File: src/rtl/ota_bitstream_decimator.sv
// ota_bitstream_decimator
// Synchronises the asynchronous comparator pin, samples it on a prescaled
// strobe and counts ones over 2^WIN_LOG2 samples. Each window count is
// presented on result/result_valid.
// Optional build macro: OTA_DEGLITCH_EN (3-sample majority filter on the
// strobed bit, minimum of two settle samples to prime its history).
//
// Handshake: result_valid/result form a valid/ready pair. A transfer happens
// on a clock edge where result_valid && result_ready. result is held stable
// while result_valid=1 and result_ready=0. A window completing while an
// untaken result is pending is dropped and flags the sticky overrun.
module ota_bitstream_decimator #(
  parameter int WIN_LOG2   = 8,
  parameter int CLK_DIV    = 4,
  parameter int SETTLE_SMP = 2
) (
  input  logic                clk,
  input  logic                rst,
  input  logic                start,
  input  logic                cont,
  input  logic                ota_in,
  output logic [WIN_LOG2:0]   result,
  output logic                result_valid,
  input  logic                result_ready,
  output logic                busy,
  output logic                overrun,
  input  logic                clr_ovr
);

  localparam int CW = WIN_LOG2 + 1;
`ifdef OTA_DEGLITCH_EN
  localparam int SETTLE_EFF = (SETTLE_SMP < 2) ? 2 : SETTLE_SMP;
`else
  localparam int SETTLE_EFF = SETTLE_SMP;
`endif
  localparam logic [7:0]    DIV_LAST = 8'(CLK_DIV - 1);
  localparam logic [3:0]    SET_LAST = 4'((SETTLE_EFF == 0) ? 0 : SETTLE_EFF - 1);
  localparam logic [CW-1:0] WIN_LAST = CW'((1 << WIN_LOG2) - 1);

  typedef enum logic [1:0] {IDLE, SETTLE, ACCUM, DONE} state_t;

  state_t        state_q, state_d;
  logic          sync1_q, sync2_q;
  logic [7:0]    div_q, div_d;
  logic [3:0]    settle_q, settle_d;
  logic [CW-1:0] cnt_q, cnt_d;
  logic [CW-1:0] acc_q, acc_d;
  logic          cont_q, cont_d;
  logic [CW-1:0] result_q, result_d;
  logic          valid_q, valid_d;
  logic          ovr_q, ovr_d;
  logic          strobe;
  logic          smp;
  logic [CW-1:0] smp_ext;
`ifdef OTA_DEGLITCH_EN
  logic [1:0]    hist_q, hist_d;
`endif

  // Prescaler: free-runs 0..CLK_DIV-1 while busy, parked at 0 in IDLE
  always_comb begin
    busy   = (state_q != IDLE);
    strobe = busy && (div_q == DIV_LAST);
    if (!busy || strobe) div_d = 8'd0;
    else                 div_d = div_q + 8'd1;
  end

  // Sample bit fed to the accumulator (raw or majority-filtered)
  always_comb begin
`ifdef OTA_DEGLITCH_EN
    smp = (hist_q[1] & hist_q[0]) | (hist_q[1] & sync2_q) | (hist_q[0] & sync2_q);
    if (state_q == IDLE) hist_d = 2'b00;
    else if (strobe)     hist_d = {hist_q[0], sync2_q};
    else                 hist_d = hist_q;
`else
    smp = sync2_q;
`endif
    smp_ext = {{(CW-1){1'b0}}, smp};
  end

  // Measurement FSM, accumulator, result register and overrun flag
  always_comb begin
    state_d  = state_q;
    settle_d = settle_q;
    cnt_d    = cnt_q;
    acc_d    = acc_q;
    cont_d   = cont_q;
    result_d = result_q;
    valid_d  = valid_q;
    ovr_d    = ovr_q;
    if (clr_ovr)                 ovr_d   = 1'b0;
    if (valid_q && result_ready) valid_d = 1'b0;
    case (state_q)
      IDLE: begin
        if (start) begin
          cnt_d    = '0;
          acc_d    = '0;
          settle_d = 4'd0;
          cont_d   = cont;
          state_d  = (SETTLE_EFF > 0) ? SETTLE : ACCUM;
        end
      end
      SETTLE: begin
        if (strobe) begin
          if (settle_q == SET_LAST) state_d  = ACCUM;
          else                      settle_d = settle_q + 4'd1;
        end
      end
      ACCUM: begin
        if (strobe) begin
          acc_d = acc_q + smp_ext;
          cnt_d = cnt_q + CW'(1);
          if (cnt_q == WIN_LAST) begin
            state_d = DONE;
            cont_d  = cont;
          end
        end
      end
      DONE: begin
        if (!valid_q || result_ready) begin
          result_d = acc_q;
          valid_d  = 1'b1;
        end else begin
          ovr_d = 1'b1;
        end
        if (cont_q) begin
          // Back-to-back window: a strobe landing in this cycle is the
          // first sample of the next window so no strobe is lost.
          state_d = ACCUM;
          acc_d   = strobe ? smp_ext : '0;
          cnt_d   = strobe ? CW'(1) : '0;
        end else begin
          state_d = IDLE;
        end
      end
      default: state_d = IDLE;
    endcase
  end

  // State registers with synchronous active-high reset
  always_ff @(posedge clk) begin
    if (rst) begin
      state_q  <= IDLE;
      sync1_q  <= 1'b0;
      sync2_q  <= 1'b0;
      div_q    <= 8'd0;
      settle_q <= 4'd0;
      cnt_q    <= '0;
      acc_q    <= '0;
      cont_q   <= 1'b0;
      result_q <= '0;
      valid_q  <= 1'b0;
      ovr_q    <= 1'b0;
`ifdef OTA_DEGLITCH_EN
      hist_q   <= 2'b00;
`endif
    end else begin
      state_q  <= state_d;
      sync1_q  <= ota_in;
      sync2_q  <= sync1_q;
      div_q    <= div_d;
      settle_q <= settle_d;
      cnt_q    <= cnt_d;
      acc_q    <= acc_d;
      cont_q   <= cont_d;
      result_q <= result_d;
      valid_q  <= valid_d;
      ovr_q    <= ovr_d;
`ifdef OTA_DEGLITCH_EN
      hist_q   <= hist_d;
`endif
    end
  end

  assign result       = result_q;
  assign result_valid = valid_q;
  assign overrun      = ovr_q;

endmodule

File: config.mk
export PLATFORM = sky130hd
export DESIGN_NAME = ota_bitstream_decimator
export DESIGN_NICKNAME = d
export VERILOG_FILES = /design/src/rtl/ota_bitstream_decimator.sv
export SDC_FILE = /design/constraint.sdc
export NUM_CORES = 1
export LEC_CHECK = 0
export BUFFER_PORTS_ARGS = -buffer_cell sky130_fd_sc_hd__buf_2
export CAP_MARGIN = 20
export CORE_AREA = 3 3 73 75
export DETAILED_ROUTE_END_ITERATION = 8
export DIE_AREA = 0 0 76 78
export GPL_ROUTABILITY_DRIVEN = 1
export HOLD_SLACK_MARGIN = 0.06
export PLACE_DENSITY = 0.67
export SYNTH_ARGS = -nofsm -noshare
export SYNTH_HDL_FRONTEND = slang
export SYNTH_SLANG_ARGS = --single-unit
File: constraint.sdc
create_clock -name clk -period 3.5 [get_ports clk]
set_input_delay 0 -clock clk [delete_from_list [all_inputs] [get_ports clk]]
set_output_delay 0 -clock clk [all_outputs]
set_load 0.01 [all_outputs]
### Yosys cells after proc, flatten, opt, wreduce, memory -nomap -nowiden

Cells that the tools add are included.

| cells by class | value |
|---|---|
| equality and inequality tests | 13 |
| divide/modulo/power cells | 0 |
| bitwise logic cells | 0 |
| add/sub/neg operators | 4 |
| multipliers | 0 |
| magnitude comparators | 0 |
| reduce and logical (&&, ||, !) cells | 17 |
| shift-type cells | 0 |
| mux-type cells | 30 |

Operator list:

| kind | count |
|---|---|
| case mux 9 bit (3 select lines) | 2 |
| 2-to-1 mux 9 bit | 5 |
| != test 2 bit, second input constant | 7 |
| 2-to-1 mux 2 bit | 6 |
| 2-to-1 mux 4 bit | 3 |
| AND reduction 4 bit | 3 |
| 2-to-1 mux 1 bit | 11 |
| adder 9 x 1 -> 9 bit | 1 |
| adder 9 x 1 -> 9 bit, second input constant | 1 |
| equality test 9 x 8 -> 1 bit, second input constant | 1 |
| adder 8 x 1 -> 8 bit, second input constant | 1 |
| equality test 8 x 2 -> 1 bit, second input constant | 1 |
| case mux 2 bit (4 select lines) | 1 |
| case mux 4 bit (2 select lines) | 1 |
| nonzero test 2 bit | 3 |
| AND reduction 5 bit | 1 |
| adder 4 x 1 -> 4 bit, second input constant | 1 |
| equality test 2 bit, second input constant | 2 |
| equality test 4 x 1 -> 1 bit, second input constant | 1 |
| nonzero test 3 bit | 1 |
| equality test 2 x 1 -> 1 bit, second input constant | 1 |
| logical AND 1 bit | 2 |
| zero test 1 bit | 2 |
| zero test 2 bit | 1 |
| 4 further kinds | 5 |

| storage, ports and cells | value |
|---|---|
| ROM bits | 0 |
| memories | 0 |
| output and inout bits | 12 |
| RAM bits | 0 |
| input port bits | 7 |
| bits in latches | 0 |
| word-level logic and storage cells | 75 |
| bits in registers | 46 |

### Logic depth before layout (Yosys ltp)

| logic depth | value |
|---|---|
| depth after elaboration | 5 |
| depth in mapped cells | 8 |
| gate-level depth less buffers | 8 |

### Least setup slack after synthesis

OpenSTA, ideal clock, no wires.

| timing path | value |
|---|---|
| path type | reg2reg |
| start | reg div_q[0] |
| end | reg acc_q[0] |
| setup slack | 1.498 ns |
| cell stages (with the launch flop) | 8 |
| arrival time | 1.869 ns |
| library setup time | 0.133 ns |
| clock period less this slack | 2.002 ns |
| data required time | 3.367 ns |
| path buffers | 2 |
| cells stage by stage | dfxtp_1 > ha_1 > or3b_2 > clkbuf_1 > nor2_1 > o22a_1 > buf_2 > o32ai_1 |

| between the ends | value |
|---|---|
| cells in the longest elaborated chain, start to end | 5 |
| elaborated cells on any way between the ends | 7 |
| those cells by class | eq/ne (2); mux (3); reduce/logical (2) |

Ends and longest elaborated chain:

| element | line | RTL |
|---|---|---|
| start, declared | 44 | `logic [7:0] div_q, div_d;` |
| start signal, assigned | 160 | `div_q <= div_d;` |
| equality test 8 x 2 -> 1 bit * | 62 | `strobe = busy && (div_q == DIV_LAST);` |
| logical AND 1 bit * | 62 |  |
| 2-to-1 mux 1 bit | 129 | `acc_d = strobe ? smp_ext : '0;` |
| 2-to-1 mux 9 bit | 125 | `if (cont_q) begin` |
| case mux 9 bit (3 select lines) | 92 | `case (state_q)` |
| end signal, assigned | 148 | `acc_q <= '0;` |
| end signal, assigned | 163 | `acc_q <= acc_d;` |
| end, declared | 47 | `logic [CW-1:0] acc_q, acc_d;` |

Every way passes the cells marked *; elsewhere a longest branch is shown, timed or not. The select of a mux whose other input is x is not followed.
A chain may end at the register's enable or synchronous reset.

### Final worst setup path

Same ends and word-level chain as after synthesis.

==> flow_summary.toml <==
[setup_path]
critPathRequiredTime_ns = 3.66
cp-start-kind = "register"
setup.worst_path.end_class = "register"
r2r-end = "acc_q[0]"
critPathMaxFanout = 13
crit_chain = "ha_1, or3b_2, nor2_1, o22a_1, o32ai_1"
crit_slowest_cell = "or3b_2"
r2r-start = "div_q[0]"
reg2reg_depth = 5
arrival_ns = 2.43
cp_slowest_stage_delay_ns = 0.54
startpoint = "div_q[0]"
ff2ff_setup_slack_ns = 1.23
timing_worst_setup_path_type = "reg2reg"

[placement]
hpwl_um = 2830
routabilityCongestion = 0.824
placed_area_mm2 = 0.00225
dp.cells = 315
io_buffers = 18

[clock_network]
cts_tree = "built"
cts.clk_slew.worst_paths_ns = 0.09
cts-resized-gates = 0
cts_buffers = 5
post-cts-setup-buffers = 0
cts_buffer_depth = 2
cts-root-buf = "clkbuf_8"
cts_sinks = 46
htreeDepth = 2
clkLatencyLatePin_ns = 0.30

[routing]
ant_nets = 0
vias = 1731
vias_per_cell = 5.29
wl_per_cell_um = 12.7
drt_iter0_drc = 68
drt-total-wl_um = 4170
drc = 0
first_pass_iters = 4

[floorplan]
initial_core_util_pct = 44.8
pin_count = 19
die_area_mm2 = 0.00593
die_h_um = 78
rows = 25
die_width_um = 76
coreArea_mm2 = 0.00472

[pwr]
intPower_mw = 0.753
ir_worst_vdd_mv = 0.181
combPwrFrac_pct = 3.8
leakage_nw = 0.875
swShare_pct = 22.1
clkPwrFrac_pct = 41.2
seq_power_share_pct = 55.1
power_switching_mw = 0.214
p_per_area_mw_per_mm2 = 402

[yosys]
async_reset_ff_share_pct = 0
yosys.area.top_type = "dfxtp_1"
synthTopCellsByArea = "dfxtp_1, nor2_1, mux2i_1"
yosys.area.top_type_share_pct = 43.5
yosysMostFrequentCell = "dfxtp_1"
synth_cell_type_count = 45
synth_fp_nets = 255
ys_seq_elements = 46
synthCells = 241
synth_area_mm2 = 0.00212
yosys_warnings = 0
syn_avg_cell_area_um2 = 8.79
synth_edf_count = 0
synth_ff_type = "dfxtp_1"
synth_commonest_cells = "dfxtp_1, nor2_1, a21oi_1, nand2_1, nand3_1"
ys_seq_area_share_pct = 43.5

[cells_and_area]
synthToLayoutAreaGrowth_pct = 13.5
antenna_cells = 0
drive_gt1_share_pct = 13.8
final_area_mm2 = 0.00240
fill_cells = 470
fin_nets = 273
fin_util_pct = 50.9
instances_no_fill = 327

[global_route]
grt_pass1_wl_um = 7200
grt_max_degree = 24
overflow = 0
grt_usage_pct = 14.8
grt_pass1_vias = 1602
antenna_found_initial = 0

[job]
cap_viol_max_count = 0

[timing]
max_freq_mhz = 440
final-max-slew-violation-count = 0
worst_pin_slew_ns = 0.719
max_slew_margin_pct = 51.6
min_period_over_period_pct = 64.9
fin_tns_setup_ns = 0
rsz0062_at_grt = "false"
fin_crit_ns = 2.27
finalHoldViolCount = 0
finClkSkew_ns = 0.00881
setup_viol = 0

[worst_hold_path]
hold_depth = 3
hold_end = "cont_q"
hold_start = "cont"
hp-class = "in2reg"

[outcome]
status = "complete, no violations"
-- power groups by stage --
stage,logic [mW],clock network [mW],registers (mW)
final,0.0363,0.398,0.533
after CTS,0.0363,0.408,0.533
after floorplan,0.0277,0,0.540
after global placement,0.0330,0,0.545
after detailed placement,0.0329,0,0.545
after global routing,0.0411,0.427,0.534
-- cells in the final DEF (no fill, tap or decap), types with 2 or more instances in the layout --
| cell | n |
|---|---|
| dfxtp_1 | 46 |
| nor2_1 | 28 |
| buf_2 | 18 |
| a21oi_1 | 17 |
| nand2_1 | 15 |
| nand3_1 | 12 |
| a31oi_1 | 11 |
| mux2i_1 | 9 |
| inv_1 | 7 |
| o21ai_0 | 7 |
| ha_1 | 7 |
| nor2b_1 | 6 |
| and3_1 | 5 |
| clkbuf_8 | 5 |
| xor2_1 | 4 |
| nor3b_1 | 4 |
| dlygate4sd3_1 | 4 |
| or3_1 | 3 |
| xnor2_1 | 3 |
| nand4_1 | 3 |
| nor4_1 | 3 |
| a21o_1 | 3 |
| a21boi_0 | 3 |
| nand4b_1 | 3 |
| nor3_1 | 2 |
| or3b_2 | 2 |
| o21a_1 | 2 |
| o22ai_1 | 2 |
| o211ai_1 | 2 |
| o41ai_1 | 2 |
| or2_2 | 2 |
| a2bb2oi_1 | 2 |
| a22o_1 | 2 |
| clkinvlp_4 | 2 |
-- worst max path at each step --
stage	endpoint	cells after the start	slack, ns
6_report	acc_q[0]	5	1.23
5_1_grt	acc_q[0]	5	0.99
4_1_cts	acc_q[0]	5	1.24
3_5_place_dp	acc_q[0]	5	1.26
3_3_place_gp	acc_q[0]	5	1.33
2_1_floorplan	acc_q[0]	7	1.50
-- flip-flops by register name, indices dropped and copies added, names as in the netlist --
signal,flops
cont_q,1
settle_q,4
result_valid,1
div_q,8
state_q,2
result,9
overrun,1
acc_q,9
sync1_q,1
smp,1
cnt_q,9
-- worst max-delay path, delay by kind of cell (launching register included) --
kind | cells | cell delay, ns
and+or+nand+nor | 2 | 0.85
AOI/OAI and AO/OA | 2 | 0.69
adders and majority gates | 1 | 0.24
DFF | 1 | 0.35
-- cell type report --
| cell class | instances | area, µm² | share of cell area (%) |
|---|---|---|---|
| Tap cell | 67 | 83.8 | 3.49 |
| Clock buffer | 5 | 68.8 | 2.86 |
| Timing Repair Buffer | 23 | 138 | 5.72 |
| Multi-Input combinational cell | 176 | 1120 | 46.7 |
| Inverter | 7 | 26.3 | 1.09 |
| Sequential cell | 46 | 921 | 38.3 |
| Clock inverter | 3 | 45.0 | 1.87 |
-- cell families after synthesis --
family / Yosys count / share of synthesized area, %
AND/OR/NAND/NOR: 93 / 22.7
buffers and inverters: 19 / 3.54
AO/OA/AOI/OAI: 60 / 19.0
flip-flops: 46 / 43.5
multiplexers: 9 / 4.25
adder cells (fa/ha/maj): 7 / 4.13
XOR/XNOR: 7 / 2.89
-- stage by stage --
| stage | setup slack, ns | hold WS [ns] | total power, mW |
|---|---|---|---|
| 2_1_floorplan | 1.50 | 0.128 | 0.568 |
| 3_3_place_gp | 1.33 | 0.214 | 0.578 |
| 3_5_place_dp | 1.26 | 0.218 | 0.578 |
| 4_1_cts | 1.24 | 0.0635 | 0.977 |
| 5_1_grt | 0.993 | 0.0838 | 1.00 |
| 6_report | 1.23 | 0.0715 | 0.967 |
-- repair_timing --
| item | 4_1_cts | 5_1_grt |
|---|---|---|
| hold buffers | 4 | 0 |
| setup endpoints to repair | 0 | 0 |
| hold endpoints to repair | 4 | 0 |
-- per-layer routing --
layer	up-vias	track usage, %	routed length [µm]
met5	-	0	0
met4	0	6.52	64
met3	5	3.13	108
met2	21	23.5	1860
met1	800	19.4	2130
li1	905	-	-
No activity file was read; power rests on OpenSTA's default activity.
